$ cat src/rtl/ram_sp_init.sv
// Single-port RAM with a valid/ready request port, pipelined read response and
// a hardware zero-fill sweep after reset or clear. Optional parity: RAM_SP_INIT_PARITY_EN.
module ram_sp_init #(
  parameter int DATA_W = 8,
  parameter int ADDR_W = 7,
  parameter int RD_LAT = 1
) (
  input  logic              clock,
  input  logic              reset_n,
  input  logic              clear,
  input  logic              req_valid,
  output logic              req_ready,
  input  logic              req_we,
  input  logic [ADDR_W-1:0] req_addr,
  input  logic [DATA_W-1:0] req_wdata,
`ifdef RAM_SP_INIT_PARITY_EN
  input  logic              inj_perr,
  output logic              rsp_perr,
`endif
  output logic              rsp_valid,
  output logic [DATA_W-1:0] rsp_rdata,
  output logic              init_busy
);

`ifdef RAM_SP_INIT_PARITY_EN
  localparam int PAR_W = 1;
`else
  localparam int PAR_W = 0;
`endif
  localparam int MEM_W = DATA_W + PAR_W;
  localparam logic [ADDR_W-1:0] LAST_ADDR = '1;

  typedef enum logic {INIT, RUN} state_t;

  state_t            state;
  logic [ADDR_W-1:0] ptr;
  logic [MEM_W-1:0]  mem [2**ADDR_W];
  logic [MEM_W-1:0]  wr_word;
  logic              accept;
  logic              rd_accept;
  logic [RD_LAT-1:0] vld;
  logic [MEM_W-1:0]  dat [RD_LAT];

  assign req_ready = (state == RUN) && !clear;
  assign accept    = req_valid && req_ready;
  assign rd_accept = accept && !req_we;
  assign init_busy = (state == INIT);

`ifdef RAM_SP_INIT_PARITY_EN
  // Even parity: the stored bit makes the whole word XOR to zero.
  assign wr_word  = {(^req_wdata) ^ inj_perr, req_wdata};
  assign rsp_perr = ^dat[RD_LAT-1];
`else
  assign wr_word  = req_wdata;
`endif

  assign rsp_valid = vld[RD_LAT-1];
  assign rsp_rdata = dat[RD_LAT-1][DATA_W-1:0];

  // Pointer stops at the last address, so a finished sweep never re-runs on its own.
  always_ff @(posedge clock or negedge reset_n) begin
    if (!reset_n) begin
      state <= INIT;
      ptr   <= '0;
    end else if (clear) begin
      state <= INIT;
      ptr   <= '0;
    end else if (state == INIT) begin
      if (ptr == LAST_ADDR) state <= RUN;
      else                  ptr   <= ptr + 1'b1;
    end
  end

  always_ff @(posedge clock) begin
    if (state == INIT && !clear) mem[ptr] <= '0;
    else if (accept && req_we)   mem[req_addr] <= wr_word;
  end

  // Data stages load only on a valid beat, so the output holds between responses.
  always_ff @(posedge clock or negedge reset_n) begin
    if (!reset_n) begin
      vld <= '0;
      for (int i = 0; i < RD_LAT; i++) dat[i] <= '0;
    end else begin
      vld[0] <= rd_accept;
      if (rd_accept) dat[0] <= mem[req_addr];
      for (int i = 1; i < RD_LAT; i++) begin
        vld[i] <= vld[i-1];
        if (vld[i-1]) dat[i] <= dat[i-1];
      end
    end
  end

endmodule
$ cat config.mk
export PLATFORM = sky130hd
export DESIGN_NAME = ram_sp_init
export DESIGN_NICKNAME = d
export VERILOG_FILES = /design/src/rtl/ram_sp_init.sv
export SDC_FILE = /design/constraint.sdc
export NUM_CORES = 1
export LEC_CHECK = 0
export ABC_CLOCK_PERIOD_IN_PS = 3250
export BUFFER_PORTS_ARGS = -buffer_cell sky130_fd_sc_hd__buf_2
export CAP_MARGIN = 20
export CORE_ASPECT_RATIO = 0.7
export CORE_MARGIN = 5
export CORE_UTILIZATION = 30
export DETAILED_ROUTE_END_ITERATION = 6
export GPL_ROUTABILITY_DRIVEN = 1
export PLACE_DENSITY = 0.45
export SLEW_MARGIN = 20
export SYNTH_ARGS = -nofsm -noshare
export SYNTH_HDL_FRONTEND = slang
export SYNTH_SLANG_ARGS = --single-unit
export TNS_END_PERCENT = 10
$ cat constraint.sdc
create_clock -name clock -period 3.25 [get_ports clock]
set_clock_uncertainty 0.05 [all_clocks]
set_input_delay 0.65 -clock clock [delete_from_list [all_inputs] [get_ports clock]]
set_output_delay 0.65 -clock clock [all_outputs]
set_load 0.005 [all_outputs]
==> reports/metrics.cfg, run 1 <==
[critical_path]
path_class=register to register
worst-path-max-fanout=8
setup.worst_path.end_class=register
cpMaxStageDelayCell=nor2_1
critPathMaxStageDelay_ps=640
rr_startpoint=state$_DFF_PN0_
cp_num_buf_inv=2
cp_cell_sequence=nor2b_1 > and3_1 > buf_4 > o21ai_0 > nand2_1 > buf_12 > nor2_1
cp.depth=7
cp-startpoint=state$_DFF_PN0_
r2r_end=mem[89][3]$_DFFE_PP_
crit_required_ps=3530
r2r_setup_slack_ps=240
crit_family=simple AND/OR/NAND/NOR gates
start_kind=register
arrival_ps=3290
ff2ff_path_depth=7

[synthesis]
synthArstFlopShare=0.0163
yosys.area.top_type=edfxtp_1
netlist.area_leader.share=0.739
synth_area_leaders=edfxtp_1, mux4_2, mux2i_1, mux4_1, nor2_1
seq_area_frac_synth=0.750
ys_warn_count=0
syn_area_sq_mm=0.0416
syn_inst=2140
synth_cell_types=60
synth_top_flop_cell=edfxtp_1
ys_ff_latch=1041
synthesis.nets=2161
synth-edff-count=1024
syn_avg_cell_area_sq_um=19.4

[floorplanning]
die-area_sq_mm=0.146
die_w_um=455
num_io_pins=31
fp.dieH_um=322
rows=114
start_util=0.302
core_area_sq_mm=0.138

[route]
wl_met3_mm=7.99
wire_per_inst_um=26.4
drc_errors=0
wl_mm=116
dr.pass1.iters=5
via_per_inst=5.00
vias=22031
top_layer=met5
wl_met2_mm=51.4
drt_iter0_drc=2093
wl_met1_mm=55.0
ant_nets=0

[power_and_ir_drop]
p_per_area_mw_per_mm2=556
totalPowerFinal_mw=27.4
leakage_nw=18.6
peakVddDrop_mv=0.359

[clocking]
numCtsBuffers=101
cts_resized=0
clk_pin_slew_ps=70
cts.sinks=1041
clk_path_buf_depth=3
cts_max_level=3
cts-root-buf=clkbuf_16
clk_latency_ps=710
cts_tree=done

[global_routing]
grt_pass1_vias=22154
grt_pass1_wl_mm=166
overflow=0
grt_max_degree=95
gr-usage-all-layers=0.158
grt_antenna_before_repair=4

[timing]
max_slew_margin=0.374
layout_min_cycle_time_ps=3010
finalHoldViolCount=0
finalWorstSetupSlack_ps=241
worst_pin_slew_ps=939
rsz0062_at_grt=false
drv_slew=0
finalSetupViolations=0
fmaxAchievable_mhz=332
finalCritPeriodShare=0.926

[layout]
num-nets-final=2488
fill_cells=12902
drive_gt1_frac=0.255
instances_no_fill=4407
area_delta_synth_final_pct=18.4
post-route-util=0.357

[min_path]
worstHoldStart=clear
whs_path_depth=3
min_path_type=input pin to register
holdPathEnd=state$_DFF_PN0_

[flow_run]
cap_viol_max_count=0

[placement]
portBuffers=30
dp_cells=4219
gp_congestion=0.809
hpwl_mm=76.6
pre_cts_ws_ps=-119

[run_status]
status=finished, final reports clean

[power breakdown]
group          switching [mW]  total [mW]  internal (mW)  leakage (nW)
clock                    5.12        11.8           6.66          1.61
combinational           0.637        1.04          0.402          5.31
sequential             0.0240        14.6           14.5          11.7
[stage by stage]
stage | cell area (sq um) | hold slack, ps | TNS, ps
3_3_place_gp | 45900 | 572 | -491
2_1_floorplan | 41600 | 304 | 0
3_5_place_dp | 45900 | 573 | -233
5_1_grt | 49200 | 272 | 0
4_1_cts | 49200 | 244 | 0
6_report | 49200 | 295 | 0
[cell usage after synthesis (4+ instances only)]
master and count:
nor2_1 181, inv_1 4, a22oi_1 10, nand2b_1 4, buf_12 12, dfrtp_1 17, a22o_1 6, buf_8 12
nor3_1 10, edfxtp_1 1024, nand4_1 5, nand3b_1 4, a21oi_1 40, buf_4 11, nand3_1 12, o21ai_0 26
nor4_1 7, o221ai_1 60, mux2i_1 211, a32o_1 6, a311oi_1 5, o31ai_1 4, nor2b_1 6, or2_2 7
o22a_1 5, a31oi_1 27, a2111oi_2 6, buf_1 4, clkbuf_1 20, o22ai_1 51, buf_6 20, a211o_1 6
buf_2 42, a21o_1 12, and2_1 20, a211oi_1 4, mux4_2 123, mux4_1 37, or3_1 8, nand2_1 38
[cell type report]
class                      instances  area (sq um)  share of cell area
tap                             1856          2320              0.0472
multi-input combinational        967          9360               0.190
clock buffer                     133          2740              0.0556
inverter                           5          18.8            0.000381
antenna                            1          2.50           0.0000508
timing repair buffer             351          3070              0.0623
clock inverter                    53           558              0.0113
sequential                      1041         31200               0.633
[registers in the layout, indices dropped and copies added, names as in the netlist]
name and count:
ptr 7, state 1, rsp_valid 1, rsp_rdata 8
mem 1024
[worst max-delay path by stage]
stage | endpoint | slack, ps
6_report | mem[89][3]$_DFFE_PP_ | 240
5_1_grt | mem[89][3]$_DFFE_PP_ | 110
4_1_cts | mem[89][3]$_DFFE_PP_ | 260
3_5_place_dp | rsp_rdata[4]$_DFFE_PN0P_ | -120
3_3_place_gp | rsp_rdata[4]$_DFFE_PN0P_ | -120
2_1_floorplan | mem[68][0]$_DFFE_PP_ | 190
[worst register-to-register path: stages (launching register included)]
cell     delay [ps]
dfrtp_1         390
nor2b_1         140
and3_1          310
buf_4           210
o21ai_0         510
nand2_1         210
buf_12          180
nor2_1          640
[cell usage in the layout (no fill, tap or decap), types with 6 or more instances in the layout]
master        n
nand3_1      12
o221ai_1     60
clkinv_1     16
a32o_1        6
nor2b_1       6
mux2i_1     211
clkbuf_1     24
o21ai_0      26
nor3_1       10
nand2_1      37
buf_4       282
dfrtp_1      17
or2_2         7
a21o_1       12
nor4_1        7
and2_4        8
clkbuf_8      7
buf_12       39
bufinv_16     9
clkbuf_16   102
mux4_1       37
nor2_1      181
a211o_1       6
a21oi_1      40
mux4_2      123
o22ai_1      51
edfxtp_1   1024
a31oi_1      27
a22o_1        6
clkinv_2     18
a2111oi_2     6
or3_1         8
buf_2        27
a22oi_1      10
and2_1       12
[routing by layer]
metal / vias up / GRT usage
li1: 9508 / -
met1: 11707 / 0.242
met2: 694 / 0.233
met3: 120 / 0.0336
met4: 2 / 0.0302
met5: - / 0
[logic make-up (layout without fill, tap and decap cells)]
kind of cell,count (synthesis),after routing,share of synthesized area
flops,1041,1041,0.750
fa+ha+maj,1,1,0.000301
mux,373,373,0.141
xor+xnor,5,5,0.00105
compound gates,275,275,0.0476
buf+inv,132,542,0.0265
other cells,0,1,0
simple gates,313,313,0.0337
[what timing repair did]
action                                 4_1_cts  5_1_grt
buffers inserted                             0        0
hold buffers                                 1        0
endpoints found under the hold margin       17        0
Power figures use the tool's default switching activity.
==> run 2, diff against run 1 <==
- ABC_AREA: unset -> 1
==> reports/metrics.cfg, run 2 <==
[layout]
largest_reg_flops=1024
mostFrequentLayoutCells=nand2_1, edfxtp_1, nand3_1
regMostFlops=mem
multiInputGateArea_sq_mm=0.0101
drive_gt1_frac=0.125
area_delta_synth_final_pct=17.6
final_common_cell=nand2_1
num-nets-final=3822
seqCellArea_sq_mm=0.0312
fill_cells=13977

[synthesis]
synth_adder_area_share=0.000295
synth-simple-area-share=0.234
syn_inst=3626
synth_area_leaders=edfxtp_1, nand3_1, nand2_1, buf_2, nor2_1
muxShareOfSynthArea=0
synth_top_family_by_area=simple AND/OR/NAND/NOR gates
syn_avg_cell_area_sq_um=11.7
synthesis.nets=3647
syn_area_sq_mm=0.0424
synth_top_flop_cell=edfxtp_1
ys_warn_count=0
synth_cell_types=27
ys_ff_latch=1041
synth-edff-count=1024
synth_most_common_cell=nand2_1
synthArstFlopShare=0.0163
synthXorXnorAreaFrac=0
yosys.area.top_type=edfxtp_1
synth_commonest_cells=nand2_1, edfxtp_1, nand3_1
synth_compound_area_frac=0.00245
seq_area_frac_synth=0.735
netlist.area_leader.share=0.725

[timing]
whs_ps=149
rsz0062_at_grt=false
drv_slew=0
worst_pin_slew_ps=738
layout_min_cycle_time_ps=2590
finalSetupViolations=0
finalCritPeriodShare=0.797
max_slew_margin=0.507
tns_ps=0
fmaxAchievable_mhz=386
finalHoldViolCount=0

[power_and_ir_drop]
leakage_nw=17.8
switching_share=0.229
power_frac_clock=0.421
seq_power_share=0.524
p_per_area_mw_per_mm2=557
power.internal_mw=21.4
peakVddDrop_mv=0.386
p_switching_mw=6.37
comb_power_share=0.055

[route]
drt_iter0_drc=2792
vias=28038
wire_per_inst_um=22.7
drc_errors=8
via_per_inst=4.87
wl_mm=131
ant_nets=0
dr.pass1.iters=7

[critical_path]
crit_required_ps=3610
setup.worst_path.end_class=register
path_class=register to register
arrival_ps=2950
start_kind=register
worst-path-max-fanout=15

[floorplanning]
fp.dieH_um=325
core_area_sq_mm=0.140
die_w_um=459
start_util=0.302
die-area_sq_mm=0.149
num_io_pins=31
rows=115

[clocking]
numCtsBuffers=102
cts.sinks=1041
cts_tree=done
cts-root-buf=clkbuf_16
cts_max_level=3
clk_latency_ps=710
clk_pin_slew_ps=60
clk_path_buf_depth=3

[run_status]
violations=DRC
status=finished, violations left

[flow_run]
cap_viol_max_count=0

[global_routing]
grt_pass1_wl_mm=192
grt_antenna_before_repair=9
gr-usage-all-layers=0.172
grt_pass1_vias=26909
grt_max_degree=110
overflow=0

[placement]
hpwl_mm=80.5
portBuffers=30
gp_congestion=0.806

[min_path]
min_path_type=input pin to register

## run 2: cell types whose count changed in the layout (fill, tap and decap cells not counted), moves of 37 or more
| cell | change |
|---|---|
| mux4_2 | -123 |
| mux4_1 | -37 |
| o221ai_1 | -60 |
| o22ai_1 | -50 |
| nand2_1 | +1105 |
| nor2_1 | -43 |
| mux2i_1 | -211 |
| buf_4 | -62 |
| nand3_1 | +977 |
## run 2: per-layer routing
layer / part of all wire / GRT usage / vias up
met5: 0 / 0 / -
met1: 0.49 / 0.264 / 13969
met3: 0.057 / 0.0312 / 135
met2: 0.44 / 0.255 / 756
met4: 0.016 / 0.0320 / 0
li1: - / - / 13178
## run 2: power groups by stage
stage | clock [mW] | sequential (mW) | combinational, mW
2_1_floorplan | 0 | 14.8 | 0.916
3_3_place_gp | 0 | 14.8 | 1.55
3_5_place_dp | 0 | 14.8 | 1.54
4_1_cts | 11.9 | 14.6 | 1.55
5_1_grt | 12.5 | 14.5 | 1.68
6_report | 11.7 | 14.6 | 1.54
## run 2: path summary, 6_finish.rpt
| path | from | end | slack (ps) | cells after the start |
|---|---|---|---|---|
| worst max-delay path | state$_DFF_PN0_ | mem[95][2]$_DFFE_PP_ | 660 | 11 |
| worst min-delay path | clear | ptr[6]$_DFFE_PN0P_ | 150 | 2 |
| worst max register to register | state$_DFF_PN0_ | mem[95][2]$_DFFE_PP_ | 660 | 11 |
| worst min register to register | ptr[5]$_DFFE_PN0P_ | ptr[5]$_DFFE_PN0P_ | 490 | 2 |
| min in group asynchronous | reset_n | rsp_valid$_DFF_PN0_ | 430 | 2 |
| max in group asynchronous | reset_n | ptr[6]$_DFFE_PN0P_ | 2300 | 2 |
## run 2: logic make-up (layout without fill, tap and decap cells)
| kind of cell | Yosys count | after routing |
|---|---|---|
| simple gates | 2296 | 2296 |
| flops | 1041 | 1041 |
| buf+inv | 272 | 532 |
| compound gates | 16 | 16 |
| fa+ha+maj | 1 | 1 |
| other cells | 0 | 2 |
## run 2: worst max-delay path, stage by stage, from the launching register on
cell and delay (ps):
dfrtp_1 380, inv_2 70, nor2_4 120, nand3_4 210
o21ai_2 280, inv_2 60, nor2_1 90, buf_4 160
nand2_1 240, buf_4 250, nor2_1 160, buf_4 190
## run 2: cell type report
type | instances | area share
inverters | 39 | 0.00329
multi-input cells | 2313 | 0.202
clock buffers | 136 | 0.0553
flip-flops and latches | 1041 | 0.625
diodes | 2 | 0.000100
clock inverters | 53 | 0.00875
repair buffers | 304 | 0.0583
well taps | 1872 | 0.0469
## run 2: through the flow
stage / instances / setup WS (ps) / power (mW) / utilization / area [sq um]
detailed placement: 5568 / 308 / 16.4 / 0.332 / 46700
floorplan: 3626 / -417 / 15.8 / - / 42400
CTS: 5758 / 650 / 28.0 / 0.355 / 49900
global route: 5759 / 466 / 28.7 / 0.355 / 49900
global placement: 5568 / 300 / 16.4 / 0.332 / 46700
finish: 5760 / 661 / 27.8 / 0.355 / 49900
## run 2: what timing repair did
action,CTS,global route
endpoints found under the setup margin,0,0
setup buffers,0,0
gates resized for setup,0,0
hold buffers,1,0
endpoints found under the hold margin,17,0
